==> src/rtl/krnl_partialknn_buf_pkg.sv <==
// Shared FSM encoding and read-FIFO sizing for the partialKnn local buffer streamer.
// The FIFO must hold every in-flight URAM read plus a skid slot, hence lat+2.
package krnl_partialknn_buf_pkg;

    localparam logic [2:0] ST_IDLE  = 3'd0;
    localparam logic [2:0] ST_LOAD  = 3'd1;
    localparam logic [2:0] ST_READ  = 3'd2;
    localparam logic [2:0] ST_DRAIN = 3'd3;
    localparam logic [2:0] ST_DONE  = 3'd4;

    typedef enum logic [2:0] {
        S_IDLE  = ST_IDLE,
        S_LOAD  = ST_LOAD,
        S_READ  = ST_READ,
        S_DRAIN = ST_DRAIN,
        S_DONE  = ST_DONE
    } buf_state_e;

    function automatic int fifo_depth(input int lat);
        return lat + 2;
    endfunction

endpackage

==> src/rtl/krnl_partialknn_rd_skid_fifo.sv <==
// Purpose: small circular FIFO catching URAM read data ahead of the output stream.
// Latency: a pushed word is visible on o_pop_dat the cycle after the push; outputs depend only on registers.
// Backpressure: no push-side ready; the caller's credit scheme guarantees it never pushes into a full FIFO.
module krnl_partialknn_rd_skid_fifo #(
    parameter int DEPTH      = 4,
    parameter int DATA_WIDTH = 256,
    parameter int CNT_W      = $clog2(DEPTH + 1)
) (
    input  logic                  clk,
    input  logic                  reset,
    input  logic                  i_push_vld,
    input  logic [DATA_WIDTH-1:0] i_push_dat,
    input  logic                  i_pop_rdy,
    output logic                  o_pop_vld,
    output logic [DATA_WIDTH-1:0] o_pop_dat,
    output logic [CNT_W-1:0]      o_cnt
);

    localparam int              PW       = (DEPTH > 1) ? $clog2(DEPTH) : 1;
    localparam logic [PW-1:0]   LAST_IDX = PW'(DEPTH - 1);
    localparam logic [PW-1:0]   P_ONE    = PW'(1);
    localparam logic [CNT_W-1:0] C_ONE   = CNT_W'(1);
    localparam logic [CNT_W-1:0] C_FULL  = CNT_W'(DEPTH);

    logic [DATA_WIDTH-1:0] r_mem [DEPTH];
    logic [PW-1:0]         r_wr_idx;
    logic [PW-1:0]         r_rd_idx;
    logic [CNT_W-1:0]      r_cnt;
    logic                  w_push;
    logic                  w_pop;

    assign o_pop_vld = (r_cnt != '0);
    assign o_pop_dat = r_mem[r_rd_idx];
    assign o_cnt     = r_cnt;
    assign w_pop     = o_pop_vld && i_pop_rdy;
    assign w_push    = i_push_vld && ((r_cnt != C_FULL) || w_pop);

    always_ff @(posedge clk or negedge reset) begin
        if (!reset) begin
            r_wr_idx <= '0;
            r_rd_idx <= '0;
            r_cnt    <= '0;
            for (int i = 0; i < DEPTH; i++) begin
                r_mem[i] <= '0;
            end
        end else begin
            if (w_push) begin
                r_mem[r_wr_idx] <= i_push_dat;
                r_wr_idx        <= (r_wr_idx == LAST_IDX) ? '0 : r_wr_idx + P_ONE;
            end
            if (w_pop) begin
                r_rd_idx <= (r_rd_idx == LAST_IDX) ? '0 : r_rd_idx + P_ONE;
            end
            case ({w_push, w_pop})
                2'b10:   r_cnt <= r_cnt + C_ONE;
                2'b01:   r_cnt <= r_cnt - C_ONE;
                default: r_cnt <= r_cnt;
            endcase
        end
    end

endmodule

==> src/rtl/krnl_partialknn_local_buf_streamer.sv <==
// Purpose: loads one stream into a single-port URAM bank, then streams it back; LOCAL_BUF_LAST_EN adds m_tlast.
// Latency: first m_tvalid READ_LATENCY+1 cycles after entering READ; 1 beat/cycle with m_tready held high.
// Backpressure: reads are issued only while in-flight reads plus FIFO occupancy leave room, so nothing is dropped.
module krnl_partialknn_local_buf_streamer
    import krnl_partialknn_buf_pkg::*;
#(
    parameter int DATA_WIDTH   = 256,
    parameter int ADDR_RANGE   = 2048,
    parameter int ADDR_WIDTH   = 11,
    parameter int READ_LATENCY = 2
) (
    input  logic                  clk,
    input  logic                  reset,
    input  logic                  start,
    input  logic [ADDR_WIDTH:0]   length,
    output logic                  busy,
    output logic                  done,
    input  logic [DATA_WIDTH-1:0] s_tdata,
    input  logic                  s_tvalid,
    output logic                  s_tready,
    output logic [DATA_WIDTH-1:0] m_tdata,
    output logic                  m_tvalid,
`ifdef LOCAL_BUF_LAST_EN
    output logic                  m_tlast,
`endif
    input  logic                  m_tready,
    output logic [ADDR_WIDTH-1:0] address0,
    output logic                  ce0,
    output logic                  we0,
    output logic [DATA_WIDTH-1:0] d0,
    input  logic [DATA_WIDTH-1:0] q0
);

    localparam int                  FIFO_DEPTH = fifo_depth(READ_LATENCY);
    localparam int                  CNT_W      = $clog2(FIFO_DEPTH + 1);
    localparam logic [ADDR_WIDTH:0] MAX_LEN    = (ADDR_WIDTH + 1)'(ADDR_RANGE);
    localparam logic [ADDR_WIDTH-1:0] A_ONE    = ADDR_WIDTH'(1);
    localparam logic [CNT_W:0]      CREDIT_LIM = (CNT_W + 1)'(FIFO_DEPTH);

    buf_state_e            r_state;
    logic [ADDR_WIDTH-1:0] r_last_idx;
    logic [ADDR_WIDTH-1:0] r_wr_ptr;
    logic [ADDR_WIDTH-1:0] r_rd_ptr;
    logic [ADDR_WIDTH-1:0] r_out_cnt;
    logic [READ_LATENCY-1:0] r_rd_sr;

    logic [ADDR_WIDTH:0]   w_len_clamped;
    logic [ADDR_WIDTH-1:0] w_len_last;
    logic                  w_wr_fire;
    logic                  w_rd_fire;
    logic                  w_out_fire;
    logic                  w_credit;
    logic [CNT_W-1:0]      w_outstanding;
    logic [CNT_W-1:0]      w_fifo_cnt;
    logic [CNT_W:0]        w_inflight;
    logic                  w_fifo_vld;
    logic [DATA_WIDTH-1:0] w_fifo_dat;

    // Last index wraps correctly for a full-depth load: 0 - 1 == ADDR_RANGE-1 in ADDR_WIDTH bits.
    assign w_len_clamped = (length > MAX_LEN) ? MAX_LEN : length;
    assign w_len_last    = w_len_clamped[ADDR_WIDTH-1:0] - A_ONE;

    always_comb begin
        w_outstanding = '0;
        for (int i = 0; i < READ_LATENCY; i++) begin
            w_outstanding = w_outstanding + CNT_W'(r_rd_sr[i]);
        end
    end

    assign w_inflight = {1'b0, w_outstanding} + {1'b0, w_fifo_cnt};
    assign w_credit   = (w_inflight < CREDIT_LIM);

    assign s_tready   = (r_state == S_LOAD);
    assign w_wr_fire  = s_tvalid && s_tready;
    assign w_rd_fire  = (r_state == S_READ) && w_credit;
    assign w_out_fire = w_fifo_vld && m_tready;

    assign busy     = (r_state != S_IDLE);
    assign done     = (r_state == S_DONE);
    assign ce0      = w_wr_fire || w_rd_fire;
    assign we0      = w_wr_fire;
    assign address0 = w_wr_fire ? r_wr_ptr : (w_rd_fire ? r_rd_ptr : '0);
    assign d0       = w_wr_fire ? s_tdata : '0;
    assign m_tvalid = w_fifo_vld;
    assign m_tdata  = w_fifo_dat;
`ifdef LOCAL_BUF_LAST_EN
    assign m_tlast  = w_fifo_vld && (r_out_cnt == r_last_idx);
`endif

    always_ff @(posedge clk or negedge reset) begin
        if (!reset) begin
            r_state    <= S_IDLE;
            r_last_idx <= '0;
            r_wr_ptr   <= '0;
            r_rd_ptr   <= '0;
        end else begin
            case (r_state)
                S_IDLE: begin
                    if (start) begin
                        r_last_idx <= w_len_last;
                        r_wr_ptr   <= '0;
                        r_rd_ptr   <= '0;
                        r_state    <= (w_len_clamped == '0) ? S_DONE : S_LOAD;
                    end
                end
                S_LOAD: begin
                    if (w_wr_fire) begin
                        if (r_wr_ptr == r_last_idx) begin
                            r_state <= S_READ;
                        end else begin
                            r_wr_ptr <= r_wr_ptr + A_ONE;
                        end
                    end
                end
                S_READ: begin
                    if (w_rd_fire) begin
                        if (r_rd_ptr == r_last_idx) begin
                            r_state <= S_DRAIN;
                        end else begin
                            r_rd_ptr <= r_rd_ptr + A_ONE;
                        end
                    end
                end
                S_DRAIN: begin
                    if (w_out_fire && (r_out_cnt == r_last_idx)) begin
                        r_state <= S_DONE;
                    end
                end
                S_DONE:  r_state <= S_IDLE;
                default: r_state <= S_IDLE;
            endcase
        end
    end

    always_ff @(posedge clk or negedge reset) begin
        if (!reset) begin
            r_out_cnt <= '0;
        end else if ((r_state == S_IDLE) && start) begin
            r_out_cnt <= '0;
        end else if (w_out_fire && (r_out_cnt != r_last_idx)) begin
            r_out_cnt <= r_out_cnt + A_ONE;
        end
    end

    // Bit i set means a read issued i+1 cycles ago; the top bit marks q0 valid now.
    always_ff @(posedge clk or negedge reset) begin
        if (!reset) begin
            r_rd_sr <= '0;
        end else begin
            r_rd_sr[0] <= w_rd_fire;
            for (int i = 1; i < READ_LATENCY; i++) begin
                r_rd_sr[i] <= r_rd_sr[i-1];
            end
        end
    end

    krnl_partialknn_rd_skid_fifo #(
        .DEPTH      (FIFO_DEPTH),
        .DATA_WIDTH (DATA_WIDTH),
        .CNT_W      (CNT_W)
    ) u_rd_fifo (
        .clk        (clk),
        .reset      (reset),
        .i_push_vld (r_rd_sr[READ_LATENCY-1]),
        .i_push_dat (q0),
        .i_pop_rdy  (m_tready),
        .o_pop_vld  (w_fifo_vld),
        .o_pop_dat  (w_fifo_dat),
        .o_cnt      (w_fifo_cnt)
    );

endmodule
==> config.mk <==
export PLATFORM = sky130hd
export DESIGN_NAME = krnl_partialknn_local_buf_streamer
export DESIGN_NICKNAME = d
export VERILOG_FILES = /design/src/rtl/krnl_partialknn_buf_pkg.sv /design/src/rtl/krnl_partialknn_rd_skid_fifo.sv /design/src/rtl/krnl_partialknn_local_buf_streamer.sv
export SDC_FILE = /design/constraint.sdc
export NUM_CORES = 1
export LEC_CHECK = 0
export ABC_CLOCK_PERIOD_IN_PS = 2500
export BUFFER_PORTS_ARGS = -buffer_cell sky130_fd_sc_hd__buf_2
export CORE_AREA = 2 2 417 419
export DETAILED_ROUTE_END_ITERATION = 16
export DIE_AREA = 0 0 419 421
export MAX_ROUTING_LAYER = met4
export PLACE_DENSITY_LB_ADDON = 0.3
export SLEW_MARGIN = 20
export SYNTH_ARGS = -nofsm -noshare
export SYNTH_HDL_FRONTEND = slang
export SYNTH_SLANG_ARGS = --single-unit
==> constraint.sdc <==
create_clock -name clk -period 2.5 [get_ports clk]
set_clock_uncertainty 0.05 [all_clocks]
set_input_delay 0.125 -clock clk [delete_from_list [all_inputs] [get_ports clk]]
set_output_delay 0.125 -clock clk [all_outputs]
set_load 0.01 [all_outputs]
==> metrics.cfg <==
[setup_path]
critical_path.most_common_cell = buf_12
crit_buf_inv = 5
critical_path.startpoint_type = flip-flop
cpPeakStageDelay_ps = 520
worst_path_max_delay_cell = dfrtp_4
worstSetupEndpointType = output port
crit_required_ps = 2330
path_delay_family = buffers and inverters
crit_chain = buf_12, buf_12, clkbuf_16, buf_16, mux4_2, buf_6
worst-setup-path-type = reg2out
crit_fanout = 6
worst_ep_arrival_time_ps = 2530

[placement]
numPortBuffers = 1057
hpwlAfterDp_um = 143300
gp_congestion = 1.071

[logic_synthesis]
syn_inst = 3165
ys.flop_type = dfrtp_1
syn_nets = 3706
yosysSeqAreaShare_pct = 55.16
synth_most_common_cell = dfrtp_1
syn-cell-area_um2 = 49000
yosysTopAreaCellShare_pct = 55.16
yosysWarnings = 0
postSynthAreaPerCell_um2 = 15.48
synth_edf_count = 0
synth.distinct_cells = 53
async_reset_ff_share_pct = 100.0
synthTopCellsByArea = dfrtp_1 (55%), mux2_2 (24%), mux4_2 (12%), and2_1 (3.3%), buf_2 (1.2%)
ys_ff_latch = 1080
synthTopCellsByCount = dfrtp_1 (1080), mux2_2 (1026), and2_1 (256), mux4_2 (256), buf_2 (120)
yosysTopAreaCell = dfrtp_1

[power_and_ir_drop]
power.internal_uw = 62540
p_switching_uw = 30540
clkPwrFrac_pct = 19.4
swShare_pct = 32.81
p_per_area_nw_per_um2 = 1286
seqPwrFrac_pct = 31.6
ir_drop_v = 0.0008709
share_comb_of_total_power_pct = 49.0
p_leak_uw = 0.03326

[cells_and_area]
multiInputGateArea_um2 = 21600
nets = 5280
nFillCells = 15960
syn_to_final_growth_pct = 47.69
utilization_pct = 41.95
drive_gt1_share_pct = 64.44
area.sequential_um2 = 27030

[run_status]
status = complete, but fails checks
violations = setup timing

[global_routing]
antenna_found_initial = 74
grt_pass1_wl_um = 270200
grt_use_total_pct = 21.95
grt_remaining_overflow = 0
grt_pass1_vias = 35170
grt_max_degree = 135

[clock_network]
cts.path.max_buffers = 3
cts_root_buf = clkbuf_16
cts_max_level = 3
clkTransAtPathRegs_ps = 70
cts_tree = built
clk_latency_ps = 740
cts.sinks = 1080
cts_buffers = 120

[floorplan]
die_area_um2 = 176400
die_x_um = 419
core_um2 = 172500
start_util_pct = 28.41
die_h_um = 421
fp-row-count = 153
num_io_pins = 1058

[sta]
timing.slew.headroom_pct = 41.74
post-route-min-period_ps = 2702
setup_ws_ps = -201.7
setup_tns_ps = -42950
max_freq_ghz = 0.3701
worstMarginPinSlew_ps = 871.1
setup_viol_count_final = 466
rsz0062_at_grt = true
hold_viol = 0
period_share_pct = 108.1
slew_viol_final = 0

[route]
drt-initial-drc-count = 2337
routedWlPerCell_um = 27.72
num_vias = 34470
antenna_left = 0
viasPerCell = 4.768
first_pass_iters = 5
routed_wl_um = 200400
drc = 0

[flow_run]
cap_viol_max_count = 0

[hold_path]
hold_path_class = in2async

## layout by cell type, fill, tap and decap left out, types with 4 or more instances in the layout
cell and instances:
and2_1 19, buf_4 132, buf_16 31, and3_1 7, and2_4 237, nor2_1 43
a21oi_1 13, buf_8 36, nor4_1 9, buf_12 106, a31oi_1 8, ha_1 11
dlygate4sd3_1 287, nor3_1 12, nand3_1 18, a21o_1 4, inv_1 14, nand2_4 4
clkbuf_16 162, mux4_2 256, clkbuf_8 38, bufinv_16 4, buf_2 574, nand4_1 10
mux2_2 1026, a22o_1 11, clkbuf_1 28, xor2_1 12, o21ai_0 15, buf_6 463
clkinv_16 4, nand2_1 37, dfrtp_1 1078, xnor2_1 51, diode_2 64, clkinvlp_4 4
or3_1 5, clkinv_2 19
## routing by layer
| metal | wire length (µm) | global-route usage (%) |
|---|---|---|
| met4 | 2926 | 3.478 |
| met2 | 85520 | 30.02 |
| met5 | 0 | - |
| met3 | 21220 | 9.020 |
| met1 | 90730 | 30.68 |
## cell type report
class | instances | area share, %
Clock inverter | 36 | 0.5966
Inverter | 16 | 0.08300
Antenna cell | 64 | 0.2213
Timing Repair Buffer | 1671 | 22.81
Clock buffer | 187 | 5.053
Tap cell | 2325 | 4.020
Multi-Input combinational cell | 1850 | 29.86
Sequential cell | 1080 | 37.36
## flip-flops by register name, summed over array words and instances (netlist names)
| signal | cells |
|---|---|
| u_rd_fifo.r_mem | 1024 |
| r_last_idx | 11 |
| r_out_cnt | 11 |
| r_rd_ptr | 11 |
| r_wr_ptr | 11 |
| r_state | 3 |
| u_rd_fifo.o_cnt | 3 |
| r_rd_sr | 2 |
| u_rd_fifo.r_rd_idx | 2 |
| u_rd_fifo.r_wr_idx | 2 |
## tightest hold or removal path, stage by stage
cell           delay, ps
dlygate4sd3_1        560
buf_8                300
buf_12               230
## cells by family after synthesis
kind of cell             after synthesis  synth area share (%)
AO/OA/AOI/OAI                         67                0.9142
XOR/XNOR                              63                 1.126
adder cells (fa/ha/maj)               12                0.3218
buffers and inverters                235                 2.114
flip-flops                          1080                 55.16
multiplexers                        1285                 35.41
AND/OR/NAND/NOR                      423                 4.954
## repair_timing
| action | 4_1_cts | 5_1_grt |
|---|---|---|
| endpoints found under the hold margin | 2137 | 0 |
| buffers inserted | 19 | 55 |
| hold buffers | 288 | 0 |
| gates resized for setup | 177 | 1075 |
| cloned | 22 | 53 |
| setup endpoints to repair | 518 | 535 |
| pin swaps | 25 | 153 |
## power groups by stage
stage | combinational, µW | clock (µW) | sequential (µW)
after floorplan | 21900 | 0 | 28200
after global placement | 34700 | 0 | 29200
final | 45600 | 18100 | 29400
after detailed placement | 35200 | 0 | 29500
after CTS | 37900 | 18700 | 29300
after global routing | 48000 | 19400 | 30300
## per-stage QoR
stage	std cells	power [µW]	area (µm²)	hold WS (ps)	setup WS [ps]
2_1_floorplan	3165	50100	49000	-220.6	422.1
3_3_place_gp	6515	63980	58610	25.80	118.8
3_5_place_dp	6515	64760	58610	23.58	107.7
4_1_cts	7067	85820	67080	35.33	-328.2
5_1_grt	7218	97690	72330	64.52	-322.4
6_report	7229	93080	72360	112.9	-201.7
## path summary, 6_finish.rpt
kind / start / endpoint / slack, ps / depth (start not counted)
max in group asynchronous: reset / u_rd_fifo.r_mem[424]$_DFFE_PN0P_ / 1010 / 3
max: u_rd_fifo.r_rd_idx[0]$_DFFE_PN0P_ / m_tdata[195] / -200 / 6
max reg2reg: u_rd_fifo.o_cnt[0]$_DFFE_PN0P_ / r_rd_ptr[6]$_DFFE_PN0P_ / 110 / 9
min in group clk: q0[110] / u_rd_fifo.r_mem[110]$_DFFE_PN0P_ / 130 / 3
min reg2reg: r_rd_sr[0]$_DFF_PN0_ / r_rd_sr[1]$_DFF_PN0_ / 330 / 0
min: reset / u_rd_fifo.r_mem[538]$_DFFE_PN0P_ / 110 / 3
Power figures use the tool's default switching activity.
